$ cat src/rtl/decrementer_timer_8_bit_pkg.sv
// Shared types and constants for the 8-bit down-counting timer.
package decrementer_timer_pkg;

  typedef enum logic [1:0] {
    S_IDLE,
    S_RUN,
    S_DONE
  } t_state;

  localparam int DEFAULT_WIDTH = 8;

endpackage

$ cat src/rtl/decrementer_timer_8_bit_if.sv
// Control/status bundle between the timer and its user.
interface decrementer_timer_8_bit_if
  import decrementer_timer_pkg::*;
#(
  parameter int WIDTH = DEFAULT_WIDTH
);
  logic             i_load;
  logic [WIDTH-1:0] i_loadValue;
  logic             i_start;
  logic             i_en;
  logic             i_abort;
  logic [WIDTH-1:0] o_count;
  logic             o_busy;
  logic             o_done;

  modport master (
    output i_load, i_loadValue, i_start, i_en, i_abort,
    input  o_count, o_busy, o_done
  );

  modport slave (
    input  i_load, i_loadValue, i_start, i_en, i_abort,
    output o_count, o_busy, o_done
  );
endinterface

$ cat src/rtl/decrementer_timer_8_bit_half_subtractor.sv
// One-bit half subtractor: a - b, borrow out when b exceeds a.
module Half_Subtractor (
  input  logic a,
  input  logic b,
  output logic diff,
  output logic borrow
);
  assign diff   = a ^ b;
  assign borrow = ~a & b;
endmodule

$ cat src/rtl/decrementer_timer_8_bit.sv
// Registered down-counting timer with one-cycle done pulse.
// Optional periodic restart from the reload register: DECREMENTER_TIMER_AUTO_RELOAD_EN.
module decrementer_timer_8_bit
  import decrementer_timer_pkg::*;
#(
  parameter int WIDTH = DEFAULT_WIDTH
) (
  input logic                      i_clk,
  input logic                      i_RESET,
  decrementer_timer_8_bit_if.slave bus
);

  localparam logic [WIDTH-1:0] ONE = {{(WIDTH-1){1'b0}}, 1'b1};

  t_state           state_q, state_d;
  logic [WIDTH-1:0] count_q, count_d;
  logic [WIDTH-1:0] reload_q, reload_d;
  logic             busy_q, done_q;

  // count - 1: bit 0 subtracts a constant 1, higher bits subtract the incoming borrow
  logic [WIDTH-1:0] dec, borrow, sub_in;
  logic             unused_borrow;

  assign sub_in        = {borrow[WIDTH-2:0], 1'b1};
  assign unused_borrow = borrow[WIDTH-1];

  for (genvar gi = 0; gi < WIDTH; gi++) begin : g_borrow_chain
    Half_Subtractor u_hs (
      .a      (count_q[gi]),
      .b      (sub_in[gi]),
      .diff   (dec[gi]),
      .borrow (borrow[gi])
    );
  end

  always_comb begin
    state_d  = state_q;
    count_d  = count_q;
    reload_d = reload_q;
    unique case (state_q)
      S_IDLE: begin
        if (bus.i_load) begin
          count_d  = bus.i_loadValue;
          reload_d = bus.i_loadValue;
        end
        if (bus.i_start) state_d = (count_d != '0) ? S_RUN : S_DONE;
      end
      S_RUN: begin
        if (bus.i_abort) begin
          state_d = S_IDLE;
        end else if (bus.i_load) begin
          count_d  = bus.i_loadValue;
          reload_d = bus.i_loadValue;
          if (bus.i_loadValue == '0) state_d = S_DONE;
        end else if (bus.i_en) begin
          count_d = dec;
          if (count_q == ONE) state_d = S_DONE;
        end
      end
      S_DONE: begin
        if (bus.i_load) begin
          count_d  = bus.i_loadValue;
          reload_d = bus.i_loadValue;
        end
`ifdef DECREMENTER_TIMER_AUTO_RELOAD_EN
        if (bus.i_abort || reload_d == '0) begin
          state_d = S_IDLE;
        end else begin
          state_d = S_RUN;
          count_d = reload_d;
        end
`else
        state_d = S_IDLE;
`endif
      end
      default: state_d = S_IDLE;
    endcase
  end

`ifndef DECREMENTER_TIMER_AUTO_RELOAD_EN
  logic unused_reload;
  assign unused_reload = ^reload_q;
`endif

  // Registered state, count and Moore outputs
  always_ff @(posedge i_clk) begin
    if (i_RESET) begin
      state_q  <= S_IDLE;
      count_q  <= '0;
      reload_q <= '0;
      busy_q   <= 1'b0;
      done_q   <= 1'b0;
    end else begin
      state_q  <= state_d;
      count_q  <= count_d;
      reload_q <= reload_d;
      busy_q   <= (state_d == S_RUN);
      done_q   <= (state_d == S_DONE);
    end
  end

  assign bus.o_count = count_q;
  assign bus.o_busy  = busy_q;
  assign bus.o_done  = done_q;

endmodule
$ cat src/flat_wrapper.sv
// flat-port wrapper written by rule: the top's interface ports become plain ports
module decrementer_timer_8_bit_flat import decrementer_timer_pkg::*;
#(
  parameter int WIDTH = DEFAULT_WIDTH
)
  (i_clk, i_RESET, bus_i_load, bus_i_loadValue, bus_i_start, bus_i_en, bus_i_abort, bus_o_count, bus_o_busy, bus_o_done);
  decrementer_timer_8_bit_if #(.WIDTH(WIDTH)) bus_i ();
  input logic i_clk;
  input logic i_RESET;
  input wire logic [$bits(bus_i.i_load)-1:0] bus_i_load;
  input wire logic [$bits(bus_i.i_loadValue)-1:0] bus_i_loadValue;
  input wire logic [$bits(bus_i.i_start)-1:0] bus_i_start;
  input wire logic [$bits(bus_i.i_en)-1:0] bus_i_en;
  input wire logic [$bits(bus_i.i_abort)-1:0] bus_i_abort;
  output wire logic [$bits(bus_i.o_count)-1:0] bus_o_count;
  output wire logic [$bits(bus_i.o_busy)-1:0] bus_o_busy;
  output wire logic [$bits(bus_i.o_done)-1:0] bus_o_done;
  assign bus_i.i_load = bus_i_load;
  assign bus_i.i_loadValue = bus_i_loadValue;
  assign bus_i.i_start = bus_i_start;
  assign bus_i.i_en = bus_i_en;
  assign bus_i.i_abort = bus_i_abort;
  assign bus_o_count = bus_i.o_count;
  assign bus_o_busy = bus_i.o_busy;
  assign bus_o_done = bus_i.o_done;
  decrementer_timer_8_bit #(.WIDTH(WIDTH)) u_core (.i_clk(i_clk), .i_RESET(i_RESET), .bus(bus_i));
endmodule
$ cat config.mk
export PLATFORM = sky130hd
export DESIGN_NAME = decrementer_timer_8_bit_flat
export DESIGN_NICKNAME = d
export VERILOG_FILES = /design/src/rtl/decrementer_timer_8_bit_pkg.sv /design/src/rtl/decrementer_timer_8_bit_if.sv /design/src/rtl/decrementer_timer_8_bit_half_subtractor.sv /design/src/rtl/decrementer_timer_8_bit.sv /design/src/flat_wrapper.sv
export SDC_FILE = /design/constraint.sdc
export NUM_CORES = 1
export LEC_CHECK = 0
export CAP_MARGIN = 0
export CORE_AREA = 8 8 60 49
export CTS_CLUSTER_SIZE = 10
export DETAILED_ROUTE_END_ITERATION = 8
export DIE_AREA = 0 0 68 57
export PLACE_DENSITY = 0.73
export SYNTH_ARGS = -nofsm -noshare
export SYNTH_HDL_FRONTEND = slang
export SYNTH_HIERARCHICAL = 1
export SYNTH_SLANG_ARGS = --single-unit
$ cat constraint.sdc
create_clock -name i_clk -period 3.7 [get_ports i_clk]
set_clock_uncertainty 0.05 [all_clocks]
set_input_delay 0.555 -clock i_clk [delete_from_list [all_inputs] [get_ports i_clk]]
set_output_delay 0.555 -clock i_clk [all_outputs]
set_load 0.005 [all_outputs]
Word-level counts from Yosys, hierarchy flattened:

Cells that the tools add are included.

* register bits after elaboration: 12
* word-level logic and storage cells: 50
* input bits: 14
* output and inout bits: 10

* multiplexer cells: 14
* bitwise operators: 20
* reductions and logical operators: 5
* equal/unequal tests: 7

Operators with widths (count)
* 2-to-1 mux 8 bit: 5
* case mux 8 bit (3 select lines): 1
* 2-to-1 mux 2 bit: 7
* equality test 8 x 1 -> 1 bit (second input constant): 1
* zero test 8 bit: 1
* nonzero test 8 bit: 1
* NOT 1 bit: 7
* XOR 1 bit: 7
* AND 1 bit: 6
* equality test 2 x 1 -> 1 bit (second input constant): 2
* equality test 2 bit (second input constant): 2
* case mux 2 bit (2 select lines): 1
* inequality test 3 bit (second input constant): 1
* AND reduction 3 bit: 1
* nonzero test 3 bit: 1
* zero test 2 bit: 1
* inequality test 2 bit (second input constant): 1

Longest topological paths before layout:

* word-level depth: 12
* depth in mapped cells: 14
* gate-level depth less buffers: 14

Hierarchy:

Netlist, hierarchy kept.

Modules (own cells, without submodules)
* decrementer_timer_8_bit: times used 1, cells each 81, area an instance 733.2 um2, seq. area each 240.2 um2
* Half_Subtractor: times used 8, cells each 3, area an instance 20.0 um2, seq. area each 0.0 um2

Worst setup path before layout:

OpenSTA, ideal clock, no wires.

* kind: reg2reg
* start: reg u_core.count_q[0], in the netlist u_core/bus.o_count[0]
* end: reg u_core.count_q[7], in the netlist u_core/bus.o_count[7]
* stages on the path, launching flop included: 15
* slack: 1.082 ns
* data required time: 3.535 ns
* path buffers: 0
* period minus slack after synthesis: 2.618 ns
* data arrival time: 2.454 ns
* path through: dfxtp_1 inv_1 ha_1 ha_1 ha_1 ha_1 ha_1 ha_1 ha_1 ha_1 inv_1 or2_2 o22ai_1 a21oi_1 o21a_1

* longest elaborated chain between the ends: 12

Ends and longest elaborated chain
* start: declaration: line decrementer_timer_8_bit.sv:16 `logic [WIDTH-1:0] count_q, count_d;`
* start signal: assignment: line decrementer_timer_8_bit.sv:95 `count_q <= count_d;`
* NOT 1 bit: line decrementer_timer_8_bit_half_subtractor.sv:9 `assign borrow = ~a & b;`
* net u_core.borrow[0]: line decrementer_timer_8_bit.sv:21 `logic [WIDTH-1:0] dec, borrow, sub_in;`
* AND 1 bit: line decrementer_timer_8_bit_half_subtractor.sv:9
* net u_core.borrow[1]: line decrementer_timer_8_bit.sv:21
* AND 1 bit: line decrementer_timer_8_bit_half_subtractor.sv:9
* net u_core.borrow[2]: line decrementer_timer_8_bit.sv:21
* AND 1 bit: line decrementer_timer_8_bit_half_subtractor.sv:9
* net u_core.borrow[3]: line decrementer_timer_8_bit.sv:21
* [... 1 more ...]
* net u_core.borrow[4]: line decrementer_timer_8_bit.sv:21
* [... 1 more ...]
* net u_core.borrow[5]: line decrementer_timer_8_bit.sv:21
* AND 1 bit: line decrementer_timer_8_bit_half_subtractor.sv:9
* net u_core.borrow[6]: line decrementer_timer_8_bit.sv:21
* XOR 1 bit: line decrementer_timer_8_bit_half_subtractor.sv:8 `assign diff = a ^ b;`
* net u_core.dec[7]: line decrementer_timer_8_bit.sv:21
* 2-to-1 mux 8 bit: line decrementer_timer_8_bit.sv:55 `end else if (bus.i_en) begin`
* 2-to-1 mux 8 bit: line decrementer_timer_8_bit.sv:51 `end else if (bus.i_load) begin`
* 2-to-1 mux 8 bit: line decrementer_timer_8_bit.sv:49 `if (bus.i_abort) begin`
* case mux 8 bit (3 select lines): line decrementer_timer_8_bit.sv:40 `unique case (state_q)`

The timed path passes the listed nets, and every way through them passes these cells. The select of a mux whose other input is x is not followed.
A chain may end at the register's enable or synchronous reset.

Final worst setup path:

Same ends and word-level chain as after synthesis.

==> metrics.csv <==
stage,metric,value,unit
outcome,status,"complete, no violations",
setup_path,crit path max fanout,5,
synthesis,synthesized area per cell,8.51,um2
routing,post-DR vias/cell,5.18,
routing,drt first pass iters,4,
setup_path,cell mode on critical path,ha_1,
global_routing,global route hottest layer,met2,
synthesis,Syn Inst Count,105,
cts,worst skew pair latency,270,ps
sta,pins over their slew limit,0,
place,I/O Buffers,23,
final_layout,layout cells sized above 1,14.1,%
setup_path,Slowest cell on crit path,dfxtp_1,
cts,CTS sink cnt,12,
synthesis,Synth Flop Type,dfxtp_1,
routing,vias,792,
setup_path,Critical Path Max Stage Delay,390,ps
routing,Detailed Route WL,2020,um
final_layout,"Area growth, synth to finish",28.9,%
worst_hold_path,Hold/Removal Path Class,reg2reg,
cts,Post-CTS Setup Bufs,0,
synthesis,post-synth top area share,26.9,%
setup_path,Crit. End Element,flop,
place,DP HPWL,1600,um
sta,final worst path period share,75.0,%
cts,H-tree depth,1,
setup_path,r2r setup slk,930,ps
synthesis,"EDFF count, synth",0,
worst_hold_path,Min-Delay Endpoint,u_core/bus.o_count[4],
synthesis,Syn Nets,127,
cts,CTS tree,built,
floorplanning,Die Span X,68,um
final_layout,ant diodes,0,
setup_path,worst r2r src,u_core/bus.o_count[0],
place,routability cong.,0.826,
global_routing,largest net degree at the start of global routing,19,
setup_path,worst path cell trace,inv_1 -> ha_1 -> ha_1 -> ha_1 -> ha_1 -> ha_1 -> ha_1 -> ha_1 -> ha_1 -> inv_1 -> or2_2 -> o22ai_1 -> a21oi_1 -> o21a_1,
power_and_ir_drop,Leak Pwr,0.492,nW
routing,per-cell routed wire length,13.2,um
synthesis,most frequent cell after synthesis,inv_1,
sta,Rel. slew slack,53.4,%
sta,post-route minimum period,2770,ps
setup_path,crit path kind,reg2reg,
cts,Hold Buf Count CTS,0,
place,"worst slack, placed",925,ps
global_routing,first-pass GRT wire length,3520,um
global_routing,initial antenna violation count,0,
floorplanning,initial cell density of the core,42.5,%
floorplanning,I/O Pins,24,
global_routing,GR Util met3,4.10,%
sta,post-route setup slack,927,ps
final_layout,Seq. cell area,240,um2
synthesis,Synth cell types,32,
place,placed inst area,1110,um2
power_and_ir_drop,Power per Cell Area,334,nW/um2
synthesis,sequential-to-total area share from yosys stat,26.9,%
setup_path,WP depth,14,
worst_hold_path,WHS Path Cells,1,
routing,drt drc,0,
cts,post-cts sizing count,0,
final_layout,post-route cell area,1150,um2
cts,clk buf depth,2,
sta,final setup fails,0,
cts,Root Driver,clkbuf_4,
global_routing,vias in the first global route,810,
routing,Iteration-0 DRC Markers,18,
run,max cap viols,0,
final_layout,FILL cells,212,
setup_path,"Req. time, crit path",3830,ps
synthesis,Ys Warns,6,
synthesis,#FFs+latches synth,12,
routing,DRT antenna net count,0,
power_and_ir_drop,Max VDD drop,0.252,mV
sta,worst slew pin tran,696,ps
final_layout,Finished Core Util,54.8,%
setup_path,Crit path max-delay family,adder cells,
cts,CTS buffer count,3,
sta,fmax,361,MHz
global_routing,gr ovfl total,0,
floorplanning,Die H,57,um
worst_hold_path,Hold Crit Start,u_core/bus.o_count[4],
sta,RSZ-0062 raised after global routing,no,
sta,Fin Hold WS,480,ps
final_layout,area of the multi-input gates,542,um2
setup_path,Worst Setup Start Kind,flop,
global_routing,met1 Track Usage GR,13.5,%
floorplanning,Rows,15,
sta,final number of hold-violating endpoints,0,
synthesis,Synth area leaders,"dfxtp_1, ha_1, inv_1",
synthesis,async set-reset flop share out of synthesis,0,%
setup_path,worst path bufs/invs,2,
final_layout,Layout Nets,151,
floorplanning,die area,3880,um2
synthesis,"top cells by count, synth","inv_1, dfxtp_1, a21oi_1",
setup_path,Crit path arrival time,2900,ps
synthesis,Yosys top cell by area,dfxtp_1,
synthesis,cell area after synthesis,893,um2
sta,TNS Setup,0,ps
cts,clock slew at reported path FFs,80,ps
setup_path,Worst R2R End,u_core/bus.o_count[7],
setup_path,Worst Reg-to-Reg Cells,14,
global_routing,All-Layer GR Usage,11.5,%
global_routing,met2 Track Usage GR,18.6,%
floorplanning,core area,2100,um2
==> sequential cells by signal, indices dropped and copies added, names as in the netlist <==
signal              cells
u_core/state_q          2
u_core/bus.o_busy       1
u_core/bus.o_done       1
u_core/bus.o_count      8
==> worst max-delay path by stage <==
stage | from | to | slack, ps
global placement | u_core/bus.o_count[0] | u_core/bus.o_count[7] | 1020
global route | u_core/bus.o_count[0] | u_core/bus.o_count[7] | 790
finish | u_core/bus.o_count[0] | u_core/bus.o_count[7] | 930
detailed placement | u_core/bus.o_count[0] | u_core/bus.o_count[7] | 930
CTS | u_core/bus.o_count[0] | u_core/bus.o_count[7] | 910
floorplan | u_core/bus.o_count[0] | u_core/bus.o_count[7] | 1080
==> metal layers <==
metal	routed length [um]	share of wire [%]	up-vias
met5	0	0	-
met4	21	1.0	0
met3	133	6.6	4
met2	915	45	21
met1	949	47	360
li1	-	-	407
==> cell usage in the layout, fill, tap and decap left out, drive strengths merged, types with 2 or more instances in the layout <==
cell            n
clkdlybuf4s50  23
inv            18
dfxtp          12
a21oi          10
o21a            9
ha              8
or2             7
o22ai           7
nor2            6
clkbuf          4
nor3            3
a21boi          3
o21ai           2
nor4            2
==> power breakdown <==
group / switching [mW] / internal (mW) / leakage [nW]
sequential: 0.0140 / 0.141 / 0.0993
combinational: 0.0549 / 0.0693 / 0.372
clock: 0.0458 / 0.0598 / 0.0210
total: 0.115 / 0.270 / 0.492
==> cells by family (layout without fill, tap and decap cells) <==
| group | Yosys count | in the layout | synth area share [%] |
|---|---|---|---|
| and+or+nand+nor | 26 | 26 | 19.9 |
| DFF | 12 | 12 | 26.9 |
| buffers and inverters | 23 | 46 | 12.5 |
| AOI/OAI and AO/OA | 35 | 35 | 29.1 |
| other | 1 | 1 | 0.420 |
| adders and majority gates | 8 | 8 | 11.2 |
==> metrics by stage <==
step | std cells | power [mW]
floorplan | 105 | 0.234
global placement | 149 | 0.280
detailed placement | 149 | 0.283
CTS | 153 | 0.391
global route | 153 | 0.413
finish | 153 | 0.385
==> worst register-to-register path: cells and delay by family, from the launching register on <==
| kind | cells | cell delay [ps] |
|---|---|---|
| AOI/OAI and AO/OA | 3 | 340 |
| adders and majority gates | 8 | 1550 |
| buffers and inverters | 2 | 90 |
| DFF | 1 | 390 |
| and+or+nand+nor | 1 | 260 |
==> final cells by class <==
| type | instances | area share (%) |
|---|---|---|
| inverter | 19 | 6.20 |
| multi-input combinational | 70 | 47.1 |
| timing repair buffer | 23 | 20.0 |
| tap | 25 | 2.72 |
| sequential | 12 | 20.9 |
| clock buffer | 4 | 3.15 |
(Power assumes the default switching activity.)
